`config.mk`:
```
export PLATFORM = sky130hd
export DESIGN_NAME = microsequencer
export DESIGN_NICKNAME = d
export VERILOG_FILES = /design/src/rtl/microsequencer.sv
export SDC_FILE = /design/constraint.sdc
export NUM_CORES = 1
export LEC_CHECK = 0
export ABC_AREA = 1
export CAP_MARGIN = 20
export CORE_AREA = 2 2 58 114
export CTS_BUF_LIST = sky130_fd_sc_hd__clkbuf_4 sky130_fd_sc_hd__clkbuf_8
export CTS_CLUSTER_DIAMETER = 200
export DETAILED_ROUTE_END_ITERATION = 10
export DIE_AREA = 0 0 60 116
export HOLD_SLACK_MARGIN = 0.08
export PLACE_DENSITY = 0.55
export RECOVER_POWER = 50
export SLEW_MARGIN = 20
export SYNTH_ARGS = -nofsm -noshare
export SYNTH_HDL_FRONTEND = slang
export SYNTH_SLANG_ARGS = --single-unit
```
`constraint.sdc`:
```
create_clock -name clk -period 1.74 [get_ports clk]
set_input_delay 0.348 -clock clk [delete_from_list [all_inputs] [get_ports clk]]
set_output_delay 0.348 -clock clk [all_outputs]
set_load 0.05 [all_outputs]
```
`src/rtl/microsequencer.sv`:
```
// Microstore address sequencer: holds the current control-store address and
// selects the next one from the control word's next-state fields.
module microsequencer #(
  parameter int                 STATE_W     = 10,
  parameter logic [STATE_W-1:0] ERR_STATE   = 10'd48,
  parameter int                 MOC_TIMEOUT = 16
) (
  input  logic               clk,
  input  logic               reset,
  input  logic               stall,
  input  logic [2:0]         ns_sel,
  input  logic [STATE_W-1:0] cr,
  input  logic [1:0]         cond_sel,
  input  logic               inv,
  input  logic [3:0]         flags,
  input  logic [STATE_W-1:0] enc_state,
  input  logic               moc,
  output logic [STATE_W-1:0] state_addr,
  output logic               moc_wait,
  output logic               ret_valid,
  output logic               bus_error,
  output logic               stack_error
);

  typedef enum logic [2:0] {
    NsInc     = 3'b000,
    NsJump    = 3'b001,
    NsDecode  = 3'b010,
    NsCond    = 3'b011,
    NsWaitMoc = 3'b100,
    NsCall    = 3'b101,
    NsRet     = 3'b110,
    NsRestart = 3'b111
  } nsSelE;

  // Counter value on the last permitted waiting cycle; the next miss times out.
  localparam logic [7:0] MocLast = 8'(MOC_TIMEOUT - 1);

  nsSelE              nsCode;
  logic [STATE_W-1:0] incAddr;
  logic               condTrue;

  logic [STATE_W-1:0] stateAddr_q, stateAddr_d;
  logic [STATE_W-1:0] retAddr_q, retAddr_d;
  logic               retValid_q, retValid_d;
  logic [7:0]         mocCount_q, mocCount_d;
  logic               busError_q, busError_d;
  logic               stackError_q, stackError_d;

  assign nsCode   = nsSelE'(ns_sel);
  assign incAddr  = stateAddr_q + 1'b1;
  assign condTrue = flags[cond_sel] ^ inv;

  always_comb begin
    stateAddr_d  = stateAddr_q;
    retAddr_d    = retAddr_q;
    retValid_d   = retValid_q;
    mocCount_d   = '0;
    busError_d   = busError_q;
    stackError_d = stackError_q;
    unique case (nsCode)
      NsInc:    stateAddr_d = incAddr;
      NsJump:   stateAddr_d = cr;
      NsDecode: stateAddr_d = enc_state;
      NsCond:   stateAddr_d = condTrue ? cr : incAddr;
      NsWaitMoc: begin
        if (moc) begin
          stateAddr_d = cr;
        end else if (mocCount_q < MocLast) begin
          mocCount_d = mocCount_q + 8'd1;
        end else begin
          stateAddr_d = ERR_STATE;
          busError_d  = 1'b1;
        end
      end
      NsCall: begin
        if (retValid_q) begin
          stateAddr_d  = ERR_STATE;
          stackError_d = 1'b1;
        end else begin
          retAddr_d   = incAddr;
          retValid_d  = 1'b1;
          stateAddr_d = cr;
        end
      end
      NsRet: begin
        if (retValid_q) begin
          stateAddr_d = retAddr_q;
          retValid_d  = 1'b0;
        end else begin
          stateAddr_d  = ERR_STATE;
          stackError_d = 1'b1;
        end
      end
      NsRestart: begin
        stateAddr_d = '0;
        retValid_d  = 1'b0;
      end
      default: stateAddr_d = stateAddr_q;
    endcase
  end

  // Reset wins over stall; a stall freezes every register including the wait counter.
  always_ff @(posedge clk) begin
    if (reset) begin
      stateAddr_q  <= '0;
      retAddr_q    <= '0;
      retValid_q   <= 1'b0;
      mocCount_q   <= '0;
      busError_q   <= 1'b0;
      stackError_q <= 1'b0;
    end else if (!stall) begin
      stateAddr_q  <= stateAddr_d;
      retAddr_q    <= retAddr_d;
      retValid_q   <= retValid_d;
      mocCount_q   <= mocCount_d;
      busError_q   <= busError_d;
      stackError_q <= stackError_d;
    end
  end

  assign state_addr  = stateAddr_q;
  assign ret_valid   = retValid_q;
  assign bus_error   = busError_q;
  assign stack_error = stackError_q;
  assign moc_wait    = (nsCode == NsWaitMoc) && !moc && !stall;

endmodule

```
==> flow_metrics.env, run 1 <==
export IMPL_wirelength_um=6689
export IMPL_routed_via_density=4.707
export IMPL_timing_final_crit_share_pct=94.28
export IMPL_cts_clk_slew_worst_paths_ps=70
export IMPL_critPathArrivalTime_ps=1290
export IMPL_worst_pin_slew_ps=601.2
export IMPL_grt_max_degree=12
export IMPL_die_w_um=60
export IMPL_grt_pass1_vias=2281
export IMPL_utilization_pct=48.04
export IMPL_synth_top_family_by_area="simple AND/OR/NAND/NOR gates"
export IMPL_path_cells="clkdlybuf4s50_1 -> inv_1 -> nand2_2 -> nor2_4 -> buf_12"
export IMPL_port_buffers=47
export IMPL_vdd_drop_max_mv=0.5710
export IMPL_ant_nets=0
export IMPL_final_nets=432
export IMPL_place_area_mm2=0.002806
export IMPL_yosysMostFrequentCell="nand2_1"
export IMPL_synth_area_leaders="dfxtp_1, nand2_1, nand3_1"
export IMPL_row_count=40
export IMPL_clk_latency_ps=300
export IMPL_power_leakage_nw=1.415
export IMPL_io_pins=48
export IMPL_yosys_warnings=0
export IMPL_reg2reg_to="state_addr[3]"
export IMPL_synth_flop_cell="dfxtp_1"
export IMPL_drive_gt1_share_pct=20.91
export IMPL_status="finished clean"
export IMPL_synth_largest_area_cell="dfxtp_1"
export IMPL_max_cap_violations=0
export IMPL_comb_power_share_pct=24.0
export IMPL_vias=2264
export IMPL_switching_share_pct=30.42
export IMPL_rsz0062_at_grt="false"
export IMPL_hold_viol=0
export IMPL_hp_class="register to register"
export IMPL_routedWlPerCell_um=13.91
export IMPL_ys_types=32
export IMPL_worstSetupStartpointType="primary input"
export IMPL_cts_made_buffers=5
export IMPL_synthAdderAreaFrac_pct=1.240
export IMPL_synth_edf_count=0
export IMPL_synthSimpleGateAreaFrac_pct=43.46
export IMPL_endpoint_kind="primary output"
export IMPL_power_density_mw_per_mm2=690.9
export IMPL_synth_seq_area_share_pct=30.75
export IMPL_total_power_mw=2.010
export IMPL_syn_nets=346
export IMPL_fin_cells=481
export IMPL_worst_clock_skew_ps=4.581
export IMPL_dp_cells=468
export IMPL_htree_num_levels=2
export IMPL_crit_required_ps=1390
export IMPL_syn_avg_cell_area_um2=6.510
export IMPL_layout_min_cycle_time_ps=1641
export IMPL_netlist_area_mm2=0.002018
export IMPL_grt_pass1_wl_um=10580
export IMPL_diodes=0
export IMPL_max_stage_delay_ps=470
export IMPL_grt_ovfl_total=0
export IMPL_critPathMaxFanout=3
export IMPL_synth_xor_area_share_pct=3.472
export IMPL_intPower_mw=1.398
export IMPL_finalSetupViolations=0
export IMPL_core_area_mm2=0.006056
export IMPL_p_switching_uw=611.5
export IMPL_synth_compound_area_share_pct=11.28
export IMPL_cts_tree="done"
export IMPL_r2r_slack_ps=130
export IMPL_grt_usage_pct=21.22
export IMPL_synth_top_area_share_pct=30.75
export IMPL_cts_buffer_depth=2
export IMPL_rr_worst_depth=9
export IMPL_seqPwrFrac_pct=38.0
export IMPL_syn_instance_count=310
export IMPL_worst_path_max_delay_cell="clkdlybuf4s50_1"
export IMPL_cts_root_buffer="clkbuf_8"
export IMPL_initial_core_util_pct=33.33
export IMPL_grt_antenna_before_repair=0
export IMPL_design_area_mm2=0.002909
export IMPL_place_hpwl_um=5398
export IMPL_firstDrtPassIters=6
export IMPL_place_congestion=0.8920
export IMPL_first_iter_violations=78
export IMPL_synth_common_cells="nand2_1, nor2_1, dfxtp_1"
export IMPL_endpoint="moc_wait"
export IMPL_synthArstFlopShare_pct=0
export IMPL_cts_sinks=31
export IMPL_slew_viol_final=0
export IMPL_pwr_share_clk_pct=37.9
export IMPL_worstSetupPathType="primary input to primary output"
export IMPL_ys_ff_latch=31
export IMPL_relSlewSlack_pct=60.09
export IMPL_fmax_mhz=609.6
export IMPL_crit_start="moc"
export IMPL_hold_ws_ps=437.9
export IMPL_die_h_um=116
export IMPL_drc=0
export IMPL_syn2layout_area_growth_pct=44.14
export IMPL_reg2reg_from="mocCount_q[0]"
export IMPL_dieArea_mm2=0.006960
export IMPL_synth_mux_area_share_pct=0
## worst min-delay path by stage
| stage | slack [ps] | depth (start not counted) | start | to |
|---|---|---|---|---|
| 6_report | 440 | 2 | mocCount_q[4] | mocCount_q[4] |
| 5_1_grt | 460 | 2 | mocCount_q[7] | mocCount_q[7] |
| 4_1_cts | 440 | 2 | mocCount_q[4] | mocCount_q[4] |
| 3_5_place_dp | 430 | 2 | mocCount_q[4] | mocCount_q[4] |
| 3_3_place_gp | 420 | 2 | mocCount_q[4] | mocCount_q[4] |
| 2_1_floorplan | 410 | 2 | mocCount_q[6] | mocCount_q[6] |
## sequential cells by signal (all words and copies together) (netlist names)
name,cells
ret_valid,1
mocCount_q,8
retAddr_q,10
state_addr,10
bus_error,1
stack_error,1
## stage by stage
step	setup slack (ps)	TNS [ps]
CTS	26.67	0
detailed placement	-355.1	-5356
global route	1.696	0
floorplan	-28.00	-28.00
global placement	-345.8	-4793
finish	99.46	0
## placed cells by master, fill, tap and decap left out, types with 5 or more instances in the layout
cell              n
nor2_1           35
inv_2             7
clkbuf_1         11
inv_1            29
o21ai_0           9
clkbuf_8          6
nand2_1          97
clkbuf_2          6
a21oi_1          15
clkdlybuf4s50_1  29
xor2_1            7
buf_4            35
nand4_1           5
dfxtp_1          30
nand3_1          28
o21ai_1           6
## worst max-delay path, delay by kind of cell
| kind | cells | cell delay, ps |
|---|---|---|
| buf+inv | 3 | 710 |
| simple gates | 2 | 230 |
## final cells by class
cell class / count / area (um^2)
well taps: 84 / 105.1
repair buffers: 87 / 703.2
flip-flops and latches: 31 / 621.8
fillers: 633 / 3147
multi-input cells: 234 / 1220
clock inverters: 2 / 35.03
inverters: 37 / 141.4
clock buffers: 6 / 82.58
## cells by family (layout without fill, tap and decap cells)
logic type | after synthesis | in the layout
flops | 31 | 31
xor+xnor | 8 | 8
buf+inv | 45 | 132
fa+ha+maj | 2 | 2
compound gates | 39 | 39
simple gates | 185 | 185
## power groups by stage
stage	Combinational, mW	Sequential, mW	Clock [mW]
after floorplan	0.208	0.838	0
after global placement	0.495	0.781	0
after detailed placement	0.496	0.782	0
after CTS	0.504	0.765	0.788
after global routing	0.525	0.768	0.804
final	0.483	0.765	0.763
## layer usage
metal | vias up | global-route usage (%) | part of all wire (%)
met2 | 55 | 40.43 | 56
met5 | - | 0 | 0
met3 | 17 | 3.460 | 3.8
li1 | 1164 | - | -
met1 | 1028 | 19.56 | 36
met4 | 0 | 13.04 | 4.5
## timing repair
action / 4_1_cts / 5_1_grt
endpoints found under the setup margin: 2 / 8
resized for setup: 5 / 5
buffers inserted: 5 / 0
pin swaps: 3 / 0
hold buffers: 0 / 0
(Power assumes the default switching activity.)
==> run 2, diff against run 1 <==
- CTS_BUF_LIST: sky130_fd_sc_hd__clkbuf_4 sky130_fd_sc_hd__clkbuf_8 -> sky130_fd_sc_hd__clkbuf_8
==> results of run 2 <==
No change in the layout: final DEF, timing and power equal those of run 1.
